File: config.mk
export PLATFORM = sky130hd
export DESIGN_NAME = alu_issue_sequencer
export DESIGN_NICKNAME = d
export VERILOG_FILES = /design/src/rtl/alu_issue_sequencer.sv
export SDC_FILE = /design/constraint.sdc
export NUM_CORES = 1
export LEC_CHECK = 0
export CAP_MARGIN = 20
export CORE_MARGIN = 4
export CORE_UTILIZATION = 40
export CTS_CLUSTER_SIZE = 14
export DETAILED_ROUTE_END_ITERATION = 7
export GPL_ROUTABILITY_DRIVEN = 0
export PLACE_DENSITY_LB_ADDON = 0.12
export SYNTH_ARGS = -nofsm -noshare
export SYNTH_HDL_FRONTEND = slang
export SYNTH_SLANG_ARGS = --single-unit
File: constraint.sdc
create_clock -name clk -period 3.32 [get_ports clk]
set_clock_uncertainty 0.2 [all_clocks]
set_input_delay 0.996 -clock clk [delete_from_list [all_inputs] [get_ports clk]]
set_output_delay 0.996 -clock clk [all_outputs]
set_load 0.01 [all_outputs]
File: src/rtl/alu_issue_sequencer.sv
// alu_issue_sequencer: one-at-a-time instruction sequencer driving the register file and ALU.
// Latency: accept at cycle 0, register write/done at cycle 4 (NOP/illegal at cycle 2); next accept at cycle 5.
// Backpressure: instr_ready only in IDLE; the source holds instr_valid/instr until it is accepted.
module alu_issue_sequencer #(
  parameter logic [3:0] FUNC_ADD = 4'b0000,
  parameter int         REG_AW   = 4,
  parameter int         DATA_W   = 16
) (
  input  logic              clk,
  input  logic              reset,
  input  logic              instr_valid,
  output logic              instr_ready,
  input  logic [19:0]       instr,
  output logic [REG_AW-1:0] rf_raddr_a,
  output logic [REG_AW-1:0] rf_raddr_b,
  input  logic [DATA_W-1:0] rf_rdata_a,
  input  logic [DATA_W-1:0] rf_rdata_b,
  output logic [3:0]        alu_op,
  output logic [3:0]        func_code,
  output logic [DATA_W-1:0] alu_a,
  output logic [DATA_W-1:0] alu_b,
  input  logic [DATA_W-1:0] alu_result,
  output logic              rf_we,
  output logic [REG_AW-1:0] rf_waddr,
  output logic [DATA_W-1:0] rf_wdata,
  output logic              busy,
  output logic              done,
  output logic              illegal
);

  typedef enum logic [2:0] {IDLE, DECODE, READ, EXEC, WB} state_t;

  state_t      state;
  logic [19:0] ir;
  // Decode results carried from DECODE to EXEC/WB.
  logic        is_rtype;
  logic        has_write;
  logic        is_bad;

  logic [3:0] opcode, rd, rs, rt, imm;
  assign opcode = ir[19:16];
  assign rd     = ir[15:12];
  assign rs     = ir[11:8];
  assign rt     = ir[7:4];
  assign imm    = ir[3:0];

  // Handshake and busy come straight from the state so IDLE accepts with no extra cycle.
  assign instr_ready = (state == IDLE);
  assign busy        = (state != IDLE);

  // Main sequencer: state plus every registered output. Pulses default low each cycle.
  always_ff @(posedge clk) begin
    if (reset) begin
      state      <= IDLE;
      ir         <= '0;
      is_rtype   <= 1'b0;
      has_write  <= 1'b0;
      is_bad     <= 1'b0;
      rf_raddr_a <= '0;
      rf_raddr_b <= '0;
      alu_op     <= '0;
      func_code  <= '0;
      alu_a      <= '0;
      alu_b      <= '0;
      rf_we      <= 1'b0;
      rf_waddr   <= '0;
      rf_wdata   <= '0;
      done       <= 1'b0;
      illegal    <= 1'b0;
    end else begin
      rf_we   <= 1'b0;
      done    <= 1'b0;
      illegal <= 1'b0;
      case (state)
        IDLE: begin
          if (instr_valid) begin
            ir    <= instr;
            state <= DECODE;
          end
        end
        DECODE: begin
          case (opcode)
            4'b1111: begin
              alu_op    <= 4'b1111;
              func_code <= imm;
              is_rtype  <= 1'b1;
              has_write <= 1'b1;
              is_bad    <= 1'b0;
              state     <= READ;
            end
            4'b0001: begin
              alu_op    <= 4'b0000;
              func_code <= FUNC_ADD;
              is_rtype  <= 1'b0;
              has_write <= 1'b1;
              is_bad    <= 1'b0;
              state     <= READ;
            end
            4'b0000: begin
              has_write <= 1'b0;
              is_bad    <= 1'b0;
              state     <= WB;
            end
            default: begin
              // Illegal opcodes go through WB too, so the flag lands on the same cycle a NOP retires.
              has_write <= 1'b0;
              is_bad    <= 1'b1;
              state     <= WB;
            end
          endcase
        end
        READ: begin
          rf_raddr_a <= rs;
          rf_raddr_b <= rt;
          state      <= EXEC;
        end
        EXEC: begin
          alu_a <= rf_rdata_a;
          alu_b <= is_rtype ? rf_rdata_b : {{(DATA_W-4){1'b0}}, imm};
          state <= WB;
        end
        WB: begin
          if (has_write) begin
            rf_wdata <= alu_result;
            rf_waddr <= rd;
          end
          rf_we   <= has_write && (rd != 4'd0);
          done    <= !is_bad;
          illegal <= is_bad;
          state   <= IDLE;
        end
        default: state <= IDLE;
      endcase
    end
  end

endmodule

==> implementation parameters, run 1 <==
Parameter                              Value

Run status
  Status ... completed

Clock network
  Clock-pin slew of the registers on the worst-case setup and hold paths ... 80 ps
  Clock tree from TritonCTS ... yes
  Clock latency of the later-clocked register in the worst-skew pair ... 350 ps
  Clock Path Buffers ... 2
  Post-CTS Setup Repair Bufs ... 0
  Number of clock sinks ... 93
  Hold-fix buffers at CTS ... 0
  Number of gates resized after cts ... 0
  CTS Buf Count ... 9
  Clock tree root buffer cell ... clkbuf_8
  H-Tree Depth ... 3

Logic synthesis
  Mux share of post-synthesis cell area ... 0.0450
  Synth warnings ... 0
  Cell type with the largest total area after synthesis ... dfxtp_1
  Fraction of the mapped netlist area in compound gates ... 0.124
  Ranking of synthesized cells by area ... dfxtp_1 52%, nand2_1 14%, a21oi_1 9.3%
  Simple logic cell fraction of the synthesized area ... 0.241
  Combinational family with the most area after synthesis ... simple AND/OR/NAND/NOR gates
  Area share of fa/ha/maj cells after synthesis ... 0
  Number of instances in the synthesized netlist ... 408
  Count of cell types in the netlist ... 40
  Dominant cell by count in the synthesized netlist ... nand2_1
  FFs w/ async S/R, synth ... 0
  List of most frequent post-synthesis cells ... 129 x nand2_1, 93 x dfxtp_1, 66 x a21oi_1
  Cell area after synthesis ... 0.00356 mm²
  Flops & latches, synth ... 93
  Most used DFF post-synth ... dfxtp_1
  Post-Synthesis Mean Instance Area ... 8.72 µm²
  Xor and xnor fraction of the mapped netlist area ... 0
  Synthesized netlist net count ... 479
  EDFF count, synth ... 0
  Area share of the largest cell type after synthesis ... 0.523
  Share of synthesized area occupied by flip-flops and latches ... 0.523

Global routing
  GRT Overall Usage ... 0.164
  Pin count of the biggest net entering global routing ... 37
  Wire length of the first global-routing pass ... 13,700 µm
  Initial antenna violation count ... 0
  Number of global-route vias before repair ... 2,887
  GR Overflow Total ... 0

Layout
  Fill cell count ... 816
  Antenna diode count ... 0
  Final cell area excluding filler cells ... 0.00512 mm²
  Number of nets in the layout ... 606
  Layout cell share with drive strength beyond 1 ... 0.0722
  Fin cells ... 648
  P&R area growth vs syn ... 44.0%
  Fin util ... 0.591

STA
  Transition time of the tightest slew-check pin ... 864 ps
  Final period utilization ... 0.886
  Unrepaired setup endpoints after global routing ... false
  Post-Route Setup TNS ... 0 ps
  Final hold vios ... 0
  Rel. slew slack ... 0.421
  Number of pins with negative max-slew slack in the final report ... 0
  Final period demand of the worst path ... 2940 ps
  Final setup viols ... 0
  Maximum clock frequency ... 340 MHz

Place
  # placed instances ... 632
  Instance area after placement ... 0.00495 mm²
  Dpl hpwl ... 6300 µm
  IO buf count ... 143

Power
  Maximum resistive drop on vdd ... 0.333 mV
  Leakage power of the design ... 1.74 nW
  Total power per unit cell area ... 393 mW/mm²
  PnR Total Power ... 0.00202 W

Routing
  Number of DRC violations after detailed-routing iteration 0 ... 100
  Routed wire length on met2 ... 4230 µm
  Via density per instance ... 4.79
  Count of vias placed by the detailed router ... 3,105
  Count of unresolved DRC violations after routing ... 0
  Detailed route wirelength on metal3 ... 596 µm
  Total Routed Length ... 8710 µm
  DR WL/cell ... 13.4 µm
  Routed length on met1 ... 3800 µm
  Count of antenna-violating nets left after detailed routing ... 0
  1st-pass router iterations ... 4
  Top routing layer in use ... met4

Die
  Die Height ... 102 µm
  Row Count ... 34
  Initial cell density of the core ... 0.410
  Die area ... 0.0105 mm²
  Area of the core ... 0.00868 mm²
  Die boundary width ... 102 µm
  Number of primary I/O pins ... 144

Critical path
  Crit path required time ... 2120 ps
  Crit end category ... primary output
  Critical-path cell list ... nor3_1 > clkdlybuf4s50_1
  Arrival time of the worst setup path ... 1740 ps
  CP max stage cell ... clkdlybuf4s50_1
  CP max stage delay ... 600 ps
  Depth of the worst register-to-register path ... 3
  Startpoint kind of the worst setup timing path ... flip-flop
  Worst-path maximum fanout ... 14
  Crit Path Category ... flip-flop to primary output

Min path
  Worst hold stages ... 1
  Worst hold-check path type ... flip-flop to flip-flop

Run
  Max capacitance violation total ... 0
worst paths after layout:
path,start,slack (ps),to
setup reg to reg,state[1]$_SDFFE_PP0P_,1270,rf_raddr_b[1]$_SDFFE_PP0N_
hold / removal,is_bad$_SDFFE_PP0N_,250,done$_SDFF_PP0_
setup / recovery,state[0]$_SDFFE_PP0P_,380,instr_ready
hold reg to reg,is_bad$_SDFFE_PP0N_,250,done$_SDFF_PP0_
layout by cell type, fill, tap and decap left out, types with 2 or more instances in the layout:
| cell | n |
|---|---|
| nor4b_4 | 2 |
| mux2i_1 | 16 |
| clkinv_4 | 3 |
| clkinv_2 | 2 |
| buf_4 | 7 |
| nor3_1 | 2 |
| dfxtp_1 | 93 |
| clkbuf_8 | 10 |
| a21oi_1 | 66 |
| nor3b_2 | 2 |
| inv_1 | 2 |
| a21oi_2 | 4 |
| a211oi_1 | 4 |
| clkdlybuf4s50_1 | 142 |
| nand3_1 | 16 |
| nor4_1 | 3 |
| nand2_1 | 129 |
| nor2_1 | 13 |
power breakdown:
group          internal [W]  switching, W
Combinational      0.000111     0.0000726
Sequential          0.00113     0.0000196
Clock              0.000295      0.000383
Total               0.00154      0.000475
cell families (layout without fill, tap and decap cells):
group / count (synthesis) / count (layout)
AO/OA/AOI/OAI: 80 / 80
multiplexers: 16 / 16
AND/OR/NAND/NOR: 182 / 182
flip-flops: 93 / 93
buffers and inverters: 37 / 169
flip-flops by register name, indices dropped and copies added, names as in the netlist:
register / cells
rf_raddr_a: 4
illegal: 1
alu_op: 1
alu_a: 16
ir: 20
is_bad: 1
done: 1
rf_we: 1
rf_waddr: 4
state: 3
rf_raddr_b: 4
has_write: 1
func_code: 4
alu_b: 16
rf_wdata: 16
layer usage:
layer,GRT usage,vias to the layer above
li1,-,1607
met1,0.206,1402
met2,0.279,90
met3,0.0444,6
met4,0.0424,0
met5,0,-
stage by stage:
stage	setup slack, ps	hold slack [ps]
floorplan	1160	213
global placement	690	237
detailed placement	679	240
CTS	346	256
global route	289	275
finish	380	252
critical path, delay by kind of cell, from the launching register on:
family	cells	cell delay [ps]
and+or+nand+nor	1	340
buffers and inverters	1	600
DFF	1	460
area by class of cell:
type	instances	area, µm²	share of cell area
Clock buffer	11	141	0.0276
Clock inverter	5	36.3	0.00708
Inverter	3	11.3	0.00220
Multi-Input combinational cell	278	1460	0.285
Sequential cell	93	1860	0.363
Tap cell	108	135	0.0264
Timing Repair Buffer	150	1480	0.289
Power figures use the tool's default switching activity.
==> inputs of run 2 (changes only) <==
- HOLD_SLACK_MARGIN: default -> 0.05
- SETUP_SLACK_MARGIN: default -> 0.3
==> run 2 against run 1 <==
Effect of this change:
- critical path depth rose by 1
- largest cell class unchanged
- sequential share of layout area barely moved
- critical path type unchanged
- wire length hardly changed
- non-clock buffer count did not move
- combinational power about the same
- count of clock-buffer cells in the layout unchanged
==> implementation parameters, run 2 (synthesized netlist as in run 1, its figures left out) <==
Parameter                              Value

Clock network
  H-Tree Depth ... 3 (unchanged)
  Number of clock sinks ... 93 (unchanged)
  Clock Path Buffers ... 2 (unchanged)
  Clock tree from TritonCTS ... yes
  Clock latency of the later-clocked register in the worst-skew pair ... 350 ps (about the same)
  CTS Buf Count ... 9 (unchanged)
  Hold-fix buffers at CTS ... 0 (unchanged)
  Clock tree root buffer cell ... clkbuf_8
  Clock-pin slew of the registers on the worst-case setup and hold paths ... 80 ps (about the same)

Critical path
  Arrival time of the worst setup path ... 1690 ps (-50 ps)
  Startpoint kind of the worst setup timing path ... flip-flop
  Critical-path cell list ... nor3_2 > inv_1 > clkdlybuf4s50_1
  Worst-path maximum fanout ... 14 (unchanged)
  Crit path required time ... 2120 ps (about the same)
  Depth of the worst register-to-register path ... 3 (unchanged)
  CP max stage delay ... 630 ps (+30 ps)
  Crit Path Category ... flip-flop to primary output
  Crit end category ... primary output
  CP max stage cell ... dfxtp_1

Global routing
  Number of global-route vias before repair ... 2,887 (unchanged)
  Pin count of the biggest net entering global routing ... 37 (unchanged)
  Wire length of the first global-routing pass ... 13,700 µm (unchanged)
  GR Overflow Total ... 0 (unchanged)
  Initial antenna violation count ... 0 (unchanged)
  GRT Overall Usage ... 0.164 (unchanged)

Routing
  DR WL/cell ... 13.4 µm (about the same)
  Total Routed Length ... 8710 µm (about the same)
  1st-pass router iterations ... 4 (unchanged)
  Count of vias placed by the detailed router ... 3,108 (+0.097%)
  Count of unresolved DRC violations after routing ... 0 (unchanged)
  Via density per instance ... 4.80 (about the same)
  Number of DRC violations after detailed-routing iteration 0 ... 103 (+3.0%)
  Count of antenna-violating nets left after detailed routing ... 0 (unchanged)

STA
  Number of pins with negative max-slew slack in the final report ... 0 (unchanged)
  Rel. slew slack ... 0.420 (-0.000774)
  Worst-case setup margin in the final layout ... 437 ps (+57.3 ps)
  Transition time of the tightest slew-check pin ... 866 ps (+1.16 ps)
  Post-Route Setup TNS ... 0 ps (unchanged)
  Final period demand of the worst path ... 2880 ps (-57.3 ps)
  Final period utilization ... 0.868 (-0.0173)
  Final setup viols ... 0 (unchanged)
  Unrepaired setup endpoints after global routing ... false
  Final hold vios ... 0 (unchanged)
  Maximum clock frequency ... 347 MHz (+2.0%)

Power
  Leakage power of the design ... 1.74 nW (about the same)
  PnR Total Power ... 0.00202 W (about the same)
  Maximum resistive drop on vdd ... 0.333 mV (about the same)
  Total power per unit cell area ... 393 mW/mm² (-0.12%)

Min path
  Worst hold stages ... 1 (unchanged)
  Worst hold-check path type ... flip-flop to flip-flop

Layout
  Fin cells ... 648 (unchanged)
  Commonest non-fill, non-tap cell in the layout ... clkdlybuf4s50_1
  Number of nets in the layout ... 606 (unchanged)
  Register with the highest flop count ... ir
  Largest register FFs ... 20 (unchanged)
  P&R area growth vs syn ... 44.2%
  Antenna diode count ... 0 (unchanged)
  Top library cells by usage in the layout, fill and taps aside ... 142 x clkdlybuf4s50_1, 129 x nand2_1, 92 x dfxtp_1, 66 x a21oi_1
  Final cell area excluding filler cells ... 0.00513 mm² (+0.12%)
  Layout cell share with drive strength beyond 1 ... 0.0759 (+0.00370)

Die
  Die Height ... 102 µm (unchanged)
  Area of the core ... 0.00868 mm² (unchanged)
  Row Count ... 34 (unchanged)
  Die area ... 0.0105 mm² (unchanged)
  Die boundary width ... 102 µm (unchanged)
  Number of primary I/O pins ... 144 (unchanged)
  Initial cell density of the core ... 0.410 (unchanged)

Run
  Max capacitance violation total ... 0 (unchanged)

Place
  Placement-stage worst setup slack ... 679 ps (unchanged)
  # placed instances ... 632 (unchanged)
  Instance area after placement ... 0.00495 mm² (unchanged)
  IO buf count ... 143 (unchanged)
  Dpl hpwl ... 6300 µm (unchanged)

Run status
  Status ... completed
==> run 2: cell counts in the layout (fill, tap and decap cells not counted) <==
Identical to the previous run, type by type.
==> run 2: metal layers <==
metal / routed length [µm] / part of all wire / up-vias / global-route usage
met5: 0 / 0 / - / 0
met4: 78 / 0.0090 / 0 / 0.0424
met3: 589 / 0.068 / 6 / 0.0444
met2: 4230 / 0.49 / 92 / 0.279
met1: 3820 / 0.44 / 1402 / 0.206
li1: - / - / 1608 / -
==> run 2: area by class of cell <==
type | instances | area, µm²
Clock buffer | 11 | 141
Clock inverter | 5 | 36.3
Fill cell | 819 | 3550
Inverter | 3 | 11.3
Multi-Input combinational cell | 278 | 1470
Sequential cell | 93 | 1860
Tap cell | 108 | 135
Timing Repair Buffer | 150 | 1480
==> run 2: report_power, final <==
group / internal, W / switching, W
logic: 0.000112 / 0.0000727
clock network: 0.000295 / 0.000382
registers: 0.00113 / 0.0000198
total: 0.00154 / 0.000475
==> run 2: metrics by stage <==
step,hold slack [ps],utilization
2_1_floorplan,213,-
3_3_place_gp,237,0.570
3_5_place_dp,240,0.570
4_1_cts,256,0.591
5_1_grt,275,0.591
6_report,253,0.591
==> run 2: critical path, delay by kind of cell (launching register included) <==
kind | cells | cell delay (ps)
buf+inv | 2 | 590
flops | 1 | 630
simple gates | 1 | 120
==> run 2: worst paths after layout <==
check | startpoint | to | slack, ps
min reg2reg | is_bad$_SDFFE_PP0N_ | done$_SDFF_PP0_ | 250
max | state[0]$_SDFFE_PP0P_ | busy | 440
min | is_bad$_SDFFE_PP0N_ | done$_SDFF_PP0_ | 250
max reg2reg | state[0]$_SDFFE_PP0P_ | alu_b[1]$_SDFFE_PP0N_ | 1360
==> run 2: repair_timing <==
item / in CTS / in global routing
buffers inserted: 0 / 0
endpoints found under the hold margin: 0 / 0
gates resized for setup: 0 / 2
endpoints found under the setup margin: 0 / 2
==> inputs of run 3 (changes only) <==
- clock period: 3.32 -> 3.7 ns (I/O delays scaled with it)
==> run 3 against run 2 <==
Effect of this change:
- sequential share of layout area fell by 0.31 points
- via count fell by 0.26%
- cell count fell by 0.46%
- first-iteration DRC count rose by 24%
- clock power rose by 20%
- setup slack improved by 170 ps
- register-to-register slack improved by 170 ps
- combinational power fell by 12%
- flip-flop and latch count did not move
- final area rose by 0.78%
- wire length rose by 2.2%
- largest power group unchanged
- highest routed layer unchanged
==> implementation parameters, run 3 (synthesized netlist as in run 1, its figures left out) <==
Parameter                              Value

Run status
  Status ... completed

Place
  IO buf count ... 143 (unchanged)
  # placed instances ... 629 (-0.47%)
  Dpl hpwl ... 6330 µm (+0.48%)

Clock network
  Number of gates resized after cts ... 0 (unchanged)
  H-Tree Depth ... 3 (unchanged)
  Clock latency of the later-clocked register in the worst-skew pair ... 350 ps (about the same)
  Post-CTS Setup Repair Bufs ... 0 (unchanged)
  Clock tree from TritonCTS ... yes
  Number of clock sinks ... 93 (unchanged)
  Clock Path Buffers ... 2 (unchanged)
  CTS Buf Count ... 9 (unchanged)
  Clock-pin slew of the registers on the worst-case setup and hold paths ... 90 ps (about the same)
  Clock tree root buffer cell ... clkbuf_8
  Hold-fix buffers at CTS ... 0 (unchanged)

Die
  Die Height ... 102 µm (unchanged)
  Area of the core ... 0.00868 mm² (unchanged)
  Number of primary I/O pins ... 144 (unchanged)
  Die area ... 0.0105 mm² (unchanged)
  Die boundary width ... 102 µm (unchanged)
  Row Count ... 34 (unchanged)
  Initial cell density of the core ... 0.410 (unchanged)

Layout
  Fin cells ... 645 (-0.46%)
  Antenna diode count ... 0 (unchanged)
  Number of nets in the layout ... 603 (-0.50%)
  Top library cells by usage in the layout, fill and taps aside ... 142 x clkdlybuf4s50_1, 129 x nand2_1, 93 x dfxtp_1, 66 x a21oi_1
  Register with the highest flop count ... ir
  Fill cell count ... 822 (+0.37%)
  Commonest non-fill, non-tap cell in the layout ... clkdlybuf4s50_1
  Layout cell share with drive strength beyond 1 ... 0.0689 (-0.00702)
  P&R area growth vs syn ... 45.3%
  Largest register FFs ... 20 (unchanged)

Critical path
  CP max stage delay ... 660 ps (+30 ps)
  Launch point of the worst reg-to-reg path ... state[2]$_SDFFE_PP0P_
  Startpoint kind of the worst setup timing path ... flip-flop
  Arrival time of the worst setup path ... 1780 ps (+90 ps)
  CP max stage cell ... dfxtp_1
  Crit end category ... primary output
  Register-to-Register Setup Slack ... 1530 ps (+170 ps)
  Terminus of the critical flop-to-flop path ... rf_we$_SDFF_PP0_
  Crit path from ... state[2]$_SDFFE_PP0P_
  Depth of the worst register-to-register path ... 2 (-1)
  Number of buffer and inverter stages on the critical path ... 2 (unchanged)
  Instance count on the critical path ... 3 (unchanged)
  Worst-path maximum fanout ... 14 (unchanged)
  Delay-heaviest family, CP ... flip-flops
  Crit path required time ... 2390 ps (+270 ps)
  Critical-path cell list ... nor3_1 > inv_1 > clkdlybuf4s50_1
  Worst setup path endpoint ... busy
  Crit Path Category ... flip-flop to primary output

Power
  Total power per unit cell area ... 390 mW/mm² (-0.80%)
  Leakage power of the design ... 1.74 nW (+0.40%)
  Maximum resistive drop on vdd ... 0.203 mV (-39%)

STA
  Final period utilization ... 0.836
  Rel. slew slack ... 0.393 (-0.0277)
  Unrepaired setup endpoints after global routing ... false
  Final period demand of the worst path ... 3090 ps
  Maximum clock frequency ... 323 MHz
  Final hold vios ... 0 (unchanged)
  Number of pins with negative max-slew slack in the final report ... 0 (unchanged)
  Final setup viols ... 0 (unchanged)
  Transition time of the tightest slew-check pin ... 906 ps (+40.2 ps)
  Post-Route Setup TNS ... 0 ps (unchanged)

Routing
  DR WL/cell ... 13.8 µm (+2.6%)
  Count of vias placed by the detailed router ... 3,100 (-0.26%)
  Via density per instance ... 4.81 (+0.21%)
  Number of DRC violations after detailed-routing iteration 0 ... 128 (+24%)
  Count of unresolved DRC violations after routing ... 0 (unchanged)
  Total Routed Length ... 8900 µm (+2.2%)
  1st-pass router iterations ... 5 (+1)
  Count of antenna-violating nets left after detailed routing ... 0 (unchanged)

Global routing
  Met3 global-route usage ... 0.0341 (-0.0102)
  Fraction of met1 tracks used by global routing ... 0.221 (+0.0145)
  Met2 track demand over resource in global routing ... 0.287 (+0.00750)
  Number of global-route vias before repair ... 3,013 (+4.4%)
  GR Overflow Total ... 0 (unchanged)
  Pin count of the biggest net entering global routing ... 37 (unchanged)
  Initial antenna violation count ... 0 (unchanged)
  Grt peak-use layer ... met2
  Wire length of the first global-routing pass ... 14,500 µm (+5.8%)
  GRT Overall Usage ... 0.171 (+0.00710)

Run
  Max capacitance violation total ... 0 (unchanged)

Min path
  Worst hold-check path type ... flip-flop to flip-flop
==> run 3: cell types whose count changed in the layout (fill, tap and decap cells not counted) <==
cell,change
inv_6,+1
bufinv_16,+3
nor3_2,-1
clkinv_2,-2
clkbuf_1,-1
clkinvlp_4,+2
clkinv_4,-2
buf_4,-3
dfxtp_1,+1
dfxtp_2,-1
nor3_1,+1
clkbuf_8,-1
==> run 3: per-stage QoR <==
step / area [µm²] / util / hold WS (ps) / total power [W] / worst slack (ps)
3_3_place_gp: 4920 / 0.567 / 236 / 0.00122 / 939
2_1_floorplan: 3560 / - / 213 / 0.00114 / 1420
4_1_cts: 5170 / 0.596 / 256 / 0.00204 / 591
5_1_grt: 5170 / 0.596 / 272 / 0.00210 / 467
3_5_place_dp: 4920 / 0.567 / 243 / 0.00122 / 929
6_report: 5170 / 0.596 / 250 / 0.00202 / 606
==> run 3: final cells by class <==
cell class / count / area, µm² / share of cell area
inverter: 3 / 11.3 / 0.00218
sequential: 93 / 1860 / 0.360
clock buffer: 9 / 124 / 0.0240
clock inverter: 7 / 123 / 0.0237
tap: 108 / 135 / 0.0261
multi-input combinational: 278 / 1460 / 0.282
timing repair buffer: 147 / 1460 / 0.282
==> run 3: report_power, final <==
part	leakage (nW)	switching, W	total (W)	internal [W]
registers	0.752	0.0000200	0.00104	0.00102
clock network	0.116	0.000362	0.000815	0.000452
logic	0.876	0.0000637	0.000162	0.0000987
==> run 3: routing by layer <==
metal / wire length (µm) / part of all wire
met1: 4030 / 0.45
met2: 4180 / 0.47
met3: 575 / 0.065
met4: 111 / 0.012
met5: 0 / 0
==> run 3: worst min path at each step <==
stage | start | endpoint | slack, ps | depth (start not counted)
after CTS | alu_b[12]$_SDFFE_PP0N_ | alu_b[12]$_SDFFE_PP0N_ | 260 | 2
after detailed placement | alu_b[12]$_SDFFE_PP0N_ | alu_b[12]$_SDFFE_PP0N_ | 240 | 2
after floorplan | is_bad$_SDFFE_PP0N_ | done$_SDFF_PP0_ | 210 | 1
after global routing | alu_b[12]$_SDFFE_PP0N_ | alu_b[12]$_SDFFE_PP0N_ | 270 | 2
after global placement | is_bad$_SDFFE_PP0N_ | done$_SDFF_PP0_ | 240 | 1
final | is_bad$_SDFFE_PP0N_ | done$_SDFF_PP0_ | 250 | 1
